<file path="src/rtl/sampling_ctrl_pkg.sv">
// sampling_ctrl_pkg: shared types and elaboration helpers for the
// sample-rate controller (state enum, terminal-count math).
package sampling_ctrl_pkg;

  typedef enum logic [1:0] {
    WARMUP,
    RUN,
    PEND
  } state_t;

  typedef longint unsigned u64_t;

  // DIV_BASE^mode - 1, masked to the counter width.
  function automatic u64_t tc_of(
    input int mode,
    input int divBase,
    input int cntW
  );
    u64_t p;
    p = 1;
    for (int i = 0; i < mode; i++) begin
      p = p * u64_t'(divBase);
    end
    return (p - 1) & ((u64_t'(1) << cntW) - 1);
  endfunction

  // True when the slowest mode's terminal count fits in cntW bits.
  function automatic bit tc_fits(
    input int numModes,
    input int divBase,
    input int cntW
  );
    u64_t p;
    u64_t lim;
    p   = 1;
    lim = u64_t'(1) << cntW;
    for (int i = 0; i < numModes - 1; i++) begin
      p = p * u64_t'(divBase);
      if (p > lim) return 1'b0;
    end
    return (p - 1) <= (lim - 1);
  endfunction

endpackage

</file>
<file path="src/rtl/rate_divider.sv">
// rate_divider: counts 0..tc and wraps; tick is the registered wrap.
// Ports: Fg_CLK, Fg_RESET, clr (hold at 0), tc, tick, wrap.
module rate_divider #(
  parameter int CNT_W = 14
) (
  input  logic             Fg_CLK,
  input  logic             Fg_RESET,
  input  logic             clr,
  input  logic [CNT_W-1:0] tc,
  output logic             tick,
  output logic             wrap
);

  logic [CNT_W-1:0] cnt;

  assign wrap = ~clr & (cnt == tc);

  always_ff @(posedge Fg_CLK) begin
    if (Fg_RESET) begin
      cnt  <= '0;
      tick <= 1'b0;
    end else begin
      tick <= wrap;
      if (clr | wrap) cnt <= '0;
      else            cnt <= cnt + 1'b1;
    end
  end

endmodule

</file>
<file path="src/rtl/sampling_ctrl_gen.sv">
// sampling_ctrl_gen: DDS sample strobe generator with boundary-aligned
// mode changes. Ports: Fg_CLK, Fg_RESET, oIntBtn, ModeLoad, ModeIn,
// DDSEnable, DDSReady, DDSMode, ModePending, ModeErr.
module sampling_ctrl_gen
  import sampling_ctrl_pkg::*;
#(
  parameter int CNT_W     = 14,
  parameter int NUM_MODES = 5,
  parameter int DIV_BASE  = 10,
  parameter int READY_DLY = 80,
  parameter int INIT_MODE = 0,
  parameter int MODE_W    = $clog2(NUM_MODES)
) (
  input  logic              Fg_CLK,
  input  logic              Fg_RESET,
  input  logic              oIntBtn,
  input  logic              ModeLoad,
  input  logic [MODE_W-1:0] ModeIn,
  output logic              DDSEnable,
  output logic              DDSReady,
  output logic [MODE_W-1:0] DDSMode,
  output logic              ModePending,
  output logic              ModeErr
);

  localparam int RDY_W = $clog2(READY_DLY) + 1;

  if (!tc_fits(NUM_MODES, DIV_BASE, CNT_W)) begin : gTcCheck
    $error("sampling_ctrl_gen: slowest TC exceeds CNT_W");
  end
  if (INIT_MODE >= NUM_MODES) begin : gInitCheck
    $error("sampling_ctrl_gen: INIT_MODE out of range");
  end

  logic [CNT_W-1:0] tcLut [NUM_MODES];
  for (genvar g = 0; g < NUM_MODES; g++) begin : gLut
    assign tcLut[g] = CNT_W'(tc_of(g, DIV_BASE, CNT_W));
  end

  state_t            state, stateNxt;
  logic [MODE_W-1:0] modeQ, modeNxt;
  logic [MODE_W-1:0] pendQ, pendNxt;
  logic              pendFlag, pendFlagNxt;
  logic              errQ, errNxt;
  logic              readyQ, readyNxt;
  logic [RDY_W-1:0]  rdyCnt, rdyCntNxt;

  logic inRange;
  logic loadOk;
  logic btnReq;
  logic wrap;
  logic tick;

  function automatic logic [MODE_W-1:0] stepMode(
    input logic [MODE_W-1:0] m
  );
    if (m == MODE_W'(NUM_MODES - 1)) return '0;
    return m + 1'b1;
  endfunction

  assign inRange = {1'b0, ModeIn} < (MODE_W + 1)'(NUM_MODES);
  assign loadOk  = ModeLoad & inRange;
  // A load strobe, good or bad, always swallows a same-cycle button.
  assign btnReq  = oIntBtn & ~ModeLoad;

  rate_divider #(
    .CNT_W (CNT_W)
  ) uDiv (
    .Fg_CLK   (Fg_CLK),
    .Fg_RESET (Fg_RESET),
    .clr      (state == WARMUP),
    .tc       (tcLut[modeQ]),
    .tick     (tick),
    .wrap     (wrap)
  );

  always_comb begin
    stateNxt    = state;
    modeNxt     = modeQ;
    pendNxt     = pendQ;
    pendFlagNxt = pendFlag;
    errNxt      = ModeLoad & ~inRange;
    readyNxt    = readyQ;
    rdyCntNxt   = rdyCnt;
    unique case (state)
      WARMUP: begin
        rdyCntNxt = rdyCnt + 1'b1;
        if (loadOk)      modeNxt = ModeIn;
        else if (btnReq) modeNxt = stepMode(modeQ);
        if (rdyCnt == RDY_W'(READY_DLY - 1)) begin
          readyNxt = 1'b1;
          stateNxt = RUN;
        end
      end
      RUN: begin
        if (loadOk | btnReq) begin
          pendNxt     = loadOk ? ModeIn : stepMode(modeQ);
          pendFlagNxt = 1'b1;
          stateNxt    = PEND;
        end
      end
      PEND: begin
        if (wrap) begin
          modeNxt     = pendQ;
          pendFlagNxt = 1'b0;
          stateNxt    = RUN;
        end
        // Stepping from pendQ equals stepping from the just-applied mode.
        if (loadOk | btnReq) begin
          pendNxt     = loadOk ? ModeIn : stepMode(pendQ);
          pendFlagNxt = 1'b1;
          stateNxt    = PEND;
        end
      end
      default: stateNxt = WARMUP;
    endcase
  end

  always_ff @(posedge Fg_CLK) begin
    if (Fg_RESET) begin
      state    <= WARMUP;
      modeQ    <= MODE_W'(INIT_MODE);
      pendQ    <= '0;
      pendFlag <= 1'b0;
      errQ     <= 1'b0;
      readyQ   <= 1'b0;
      rdyCnt   <= '0;
    end else begin
      state    <= stateNxt;
      modeQ    <= modeNxt;
      pendQ    <= pendNxt;
      pendFlag <= pendFlagNxt;
      errQ     <= errNxt;
      readyQ   <= readyNxt;
      rdyCnt   <= rdyCntNxt;
    end
  end

  assign DDSEnable   = tick;
  assign DDSReady    = readyQ;
  assign DDSMode     = modeQ;
  assign ModePending = pendFlag;
  assign ModeErr     = errQ;

endmodule

</file>
<file path="config.mk">
export PLATFORM = sky130hd
export DESIGN_NAME = sampling_ctrl_gen
export DESIGN_NICKNAME = d
export VERILOG_FILES = /design/src/rtl/sampling_ctrl_pkg.sv /design/src/rtl/rate_divider.sv /design/src/rtl/sampling_ctrl_gen.sv
export SDC_FILE = /design/constraint.sdc
export NUM_CORES = 1
export LEC_CHECK = 0
export ABC_CLOCK_PERIOD_IN_PS = 2170
export BUFFER_PORTS_ARGS = -buffer_cell sky130_fd_sc_hd__buf_2
export CORE_MARGIN = 5
export CORE_UTILIZATION = 51
export DETAILED_ROUTE_END_ITERATION = 10
export PLACE_DENSITY = 0.72
export SYNTH_ARGS = -nofsm -noshare
export SYNTH_HDL_FRONTEND = slang
export SYNTH_SLANG_ARGS = --single-unit
</file>
<file path="constraint.sdc">
create_clock -name Fg_CLK -period 2.17 [get_ports Fg_CLK]
set_input_delay 0.434 -clock Fg_CLK [delete_from_list [all_inputs] [get_ports Fg_CLK]]
set_output_delay 0.434 -clock Fg_CLK [all_outputs]
set_load 0.05 [all_outputs]
</file>
==> flow_results.xml <==
<?xml version="1.0" encoding="UTF-8"?>
<metrics>
  <group name="run_status">
    <metric name="result_of_the_run" unit="">complete, but fails checks</metric>
    <metric name="violations" unit="">setup timing</metric>
  </group>
  <group name="routing">
    <metric name="detail_route.drc_violations" unit="">0</metric>
    <metric name="drt_first_pass_iters" unit="">4</metric>
    <metric name="initialDrtViolationCount" unit="">83</metric>
    <metric name="routed_wire_length" unit="mm">3.79</metric>
    <metric name="post_drt_via_cell_ratio" unit="">5.46</metric>
    <metric name="detail_route.wl_per_cell" unit="µm">12.8</metric>
    <metric name="vias" unit="">1615</metric>
    <metric name="detail_route_antenna_nets" unit="">0</metric>
  </group>
  <group name="synthesis">
    <metric name="top_cell_type_by_total_area_after_synthesis" unit="">sky130_fd_sc_hd__dfxtp_1</metric>
    <metric name="netlist.area_leader.share" unit="">0.347</metric>
    <metric name="post_synth_inst_count" unit="">226</metric>
    <metric name="synth_compound_area_frac" unit="">0.160</metric>
    <metric name="yosys.area_share.adder" unit="">0.0830</metric>
    <metric name="synth.avg_cell_area" unit="µm²">8.68</metric>
    <metric name="ys_seq_elements" unit="">34</metric>
    <metric name="synthMuxAreaShare" unit="">0.0389</metric>
    <metric name="ys_seq_area_frac" unit="">0.347</metric>
    <metric name="post_synth_and_or_nand_nor_area_fraction" unit="">0.237</metric>
    <metric name="synthesis.nets" unit="">246</metric>
    <metric name="asyncSetResetFlopFracSynth" unit="">0</metric>
    <metric name="synthFlopType" unit="">sky130_fd_sc_hd__dfxtp_1</metric>
    <metric name="yosys.area_share.xor_xnor" unit="">0.0938</metric>
    <metric name="synth_enable_flop_cells" unit="">0</metric>
    <metric name="netlist-cell-type-count" unit="">47</metric>
    <metric name="synth.top_cells.by_area" unit="">sky130_fd_sc_hd__dfxtp_1 (35%), sky130_fd_sc_hd__ha_1 (8.3%), sky130_fd_sc_hd__nor2_1 (6.5%), sky130_fd_sc_hd__xnor2_1 (5.4%), sky130_fd_sc_hd__xor2_1 (4.0%)</metric>
    <metric name="post_synth_instance_area" unit="µm²">1960</metric>
    <metric name="synth.yosys.warnings" unit="">0</metric>
    <metric name="synth_top_family_by_area" unit="">simple AND/OR/NAND/NOR gates</metric>
  </group>
  <group name="cts">
    <metric name="path_clk_slew" unit="ns">0.07</metric>
    <metric name="clock_tree.root_cell" unit="">sky130_fd_sc_hd__clkbuf_8</metric>
    <metric name="numClockSinks" unit="">34</metric>
    <metric name="htree_levels" unit="">2</metric>
    <metric name="postCtsHoldBufs" unit="">0</metric>
    <metric name="cts_buffers" unit="">5</metric>
    <metric name="cts.path.max_buffers" unit="">2</metric>
    <metric name="cts_tree" unit="">yes</metric>
    <metric name="clkLatencyLatePin" unit="ns">0.28</metric>
  </group>
  <group name="timing">
    <metric name="worst_slack" unit="ns">-0.0237</metric>
    <metric name="setup-violations-final" unit="">1</metric>
    <metric name="final.period_utilization" unit="">1.01</metric>
    <metric name="grt_setup_unrepaired" unit="">true</metric>
    <metric name="layout_min_cycle_time" unit="ns">2.19</metric>
    <metric name="whs" unit="ns">0.466</metric>
    <metric name="worst_setup_skew_after_layout" unit="ns">0.00771</metric>
    <metric name="slew-limit-headroom" unit="">0.568</metric>
    <metric name="maxSlewViolCount" unit="">0</metric>
    <metric name="worst_pin_slew" unit="ns">0.644</metric>
    <metric name="fmax" unit="MHz">456</metric>
    <metric name="final_hold_viols" unit="">0</metric>
  </group>
  <group name="final_layout">
    <metric name="multiInputGateArea" unit="µm²">1230</metric>
    <metric name="leading_cell_type_in_the_layout_fill_and_taps_excluded" unit="">sky130_fd_sc_hd__nor2_1</metric>
    <metric name="ant_cells" unit="">0</metric>
    <metric name="nNetsFinal" unit="">267</metric>
    <metric name="post_route_cells_drive_above_1_share" unit="">0.173</metric>
    <metric name="syn2layout_area_growth" unit="%">14.5</metric>
    <metric name="register_area" unit="µm²">689</metric>
    <metric name="fill_cells" unit="">348</metric>
    <metric name="finalCoreUtilization" unit="">0.609</metric>
    <metric name="final_cell_mix" unit="">sky130_fd_sc_hd__nor2_1 (34), sky130_fd_sc_hd__dfxtp_1 (31), sky130_fd_sc_hd__nand2_1 (18)</metric>
  </group>
  <group name="grt">
    <metric name="wire_length_of_the_first_global_routing_pass" unit="mm">6.42</metric>
    <metric name="grt-ovfl-total" unit="">0</metric>
    <metric name="grt_antenna_before_repair" unit="">0</metric>
    <metric name="first_global_vias" unit="">1466</metric>
    <metric name="grt_max_degree" unit="">27</metric>
    <metric name="grt_usage" unit="">0.152</metric>
  </group>
  <group name="critical_path">
    <metric name="worstSetupStartpointType" unit="">register</metric>
    <metric name="critPathCaptureType" unit="">register</metric>
    <metric name="regToRegSetupSlack" unit="ns">-0.02</metric>
    <metric name="worst_path_max_delay_cell" unit="">sky130_fd_sc_hd__or3b_4</metric>
    <metric name="crit_top_cell" unit="">sky130_fd_sc_hd__ha_4</metric>
    <metric name="worst_ep_arrival_time" unit="ns">2.37</metric>
    <metric name="cpPeakStageDelay" unit="ns">0.38</metric>
    <metric name="critical-path-top-delay-family" unit="">simple AND/OR/NAND/NOR gates</metric>
    <metric name="critical_path.max_fanout" unit="">5</metric>
    <metric name="worstPathCellList" unit="">ha_4, inv_2, ha_4, or3b_4, a2111oi_4, and3_4, a31oi_4, mux2_4</metric>
    <metric name="worstPathRequired" unit="ns">2.34</metric>
    <metric name="setup.worst_path.class" unit="">reg2reg</metric>
    <metric name="critical_path_buf_inv_count" unit="">1</metric>
  </group>
  <group name="placed_design">
    <metric name="final_weighted_congestion_in_routability_driven_placement" unit="">0.795</metric>
    <metric name="post-dp-hpwl" unit="mm">2.76</metric>
    <metric name="port_buffers" unit="">13</metric>
  </group>
  <group name="min_path">
    <metric name="timing.hold.worst.class" unit="">reg2reg</metric>
  </group>
  <group name="floorplanning">
    <metric name="die_height" unit="µm">72.0</metric>
    <metric name="core.rowCount" unit="">22</metric>
    <metric name="die_area" unit="µm²">5180</metric>
    <metric name="initial_utilization" unit="">0.532</metric>
    <metric name="io_count" unit="">14</metric>
    <metric name="floorplan.die.width" unit="µm">72.0</metric>
    <metric name="floorplan.core_area" unit="µm²">3690</metric>
  </group>
  <group name="pwr">
    <metric name="worst_ir_drop_vdd" unit="µV">537</metric>
    <metric name="leakage" unit="nW">0.875</metric>
    <metric name="power-per-cell-area" unit="nW/µm²">1010</metric>
  </group>
  <group name="flow_run">
    <metric name="drv_cap" unit="">0</metric>
  </group>
</metrics>
==> metrics by stage <==
stage	setup TNS [ns]	total power [mW]	area (µm²)	cells	setup slack, ns
6_report	-0.0237	2.28	2240	296	-0.0237
5_1_grt	-0.313	2.45	2240	296	-0.0918
4_1_cts	-0.0384	2.27	2230	295	-0.0196
3_5_place_dp	-0.0152	1.78	2140	287	-0.0152
3_3_place_gp	0	1.76	2140	287	0.0155
2_1_floorplan	-0.0503	1.58	2000	226	-0.0503
==> flip-flops by register name, summed over array words and instances, names as in the netlist <==
name,cells
DDSMode,3
DDSReady,1
uDiv.cnt,14
ModePending,1
ModeErr,1
rdyCnt,8
uDiv.tick,1
pendQ,3
state,2
==> Yosys cell counts (all sizes together), types with 2 or more instances <==
cell type	n
dfxtp	34
nor2	34
nand2	18
inv	14
ha	13
xnor2	12
a21oi	11
xor2	9
and3	7
nand4	6
nor3	6
clkbuf	5
mux2i	5
nand3	5
a211o	4
a311oi	4
nand2b	4
o21ai	4
or3	3
a41oi	2
mux2	2
nor2b	2
nor3b	2
o211ai	2
==> worst paths after layout <==
| check | from | to | depth (start not counted) |
|---|---|---|---|
| min reg2reg | DDSReady$_SDFFE_PP0P_ | DDSReady$_SDFFE_PP0P_ | 2 |
| max reg2reg | DDSMode[0]$_SDFFE_PP0P_ | state[0]$_SDFFE_PP0P_ | 8 |
| max | DDSMode[0]$_SDFFE_PP0P_ | state[0]$_SDFFE_PP0P_ | 8 |
| min | DDSReady$_SDFFE_PP0P_ | DDSReady$_SDFFE_PP0P_ | 2 |
==> report_power, final <==
| part | internal [mW] | switching (mW) | total [mW] |
|---|---|---|---|
| Sequential | 0.716 | 0.0789 | 0.795 |
| Combinational | 0.428 | 0.576 | 1.00 |
| Clock | 0.256 | 0.222 | 0.478 |
| Total | 1.40 | 0.877 | 2.28 |
==> area by class of cell <==
cell class | instances | area share
multi-input combinational | 172 | 0.550
sequential | 34 | 0.307
timing repair buffer | 20 | 0.0524
clock buffer | 7 | 0.0385
tap | 48 | 0.0268
inverter | 14 | 0.0234
clock inverter | 1 | 0.00223
==> kinds of logic (layout without fill, tap and decap cells) <==
kind of cell	count (synthesis)	in the layout
AOI/OAI and AO/OA	38	38
xor gates and xnor gates	21	21
adders and majority gates	13	13
muxes	7	7
DFF	34	34
and+or+nand+nor	93	93
buffers and inverters	20	42
==> what timing repair did <==
action,4_1_cts,5_1_grt
resized for setup,0,1
buffers inserted,0,1
pin swaps,1,1
setup endpoints to repair,4,19
==> per-layer routing <==
layer  up-vias  GRT usage  part of all wire  routed length (µm)
met1       750      0.206              0.50                1910
met4         0     0.0438            0.0074                  28
met5         -          0                 0                   0
met3         4     0.0485             0.034                 127
met2        24      0.231              0.46                1720
li1        837          -                 -                   -
==> worst register-to-register path: stages (launching register included) <==
cell	delay [ns]
sky130_fd_sc_hd__dfxtp_4	0.35
sky130_fd_sc_hd__ha_4	0.16
sky130_fd_sc_hd__inv_2	0.05
sky130_fd_sc_hd__ha_4	0.13
sky130_fd_sc_hd__or3b_4	0.38
sky130_fd_sc_hd__a2111oi_4	0.32
sky130_fd_sc_hd__and3_4	0.28
sky130_fd_sc_hd__a31oi_4	0.10
sky130_fd_sc_hd__mux2_4	0.32
Note: power is estimated with default switching activity, not from simulation.
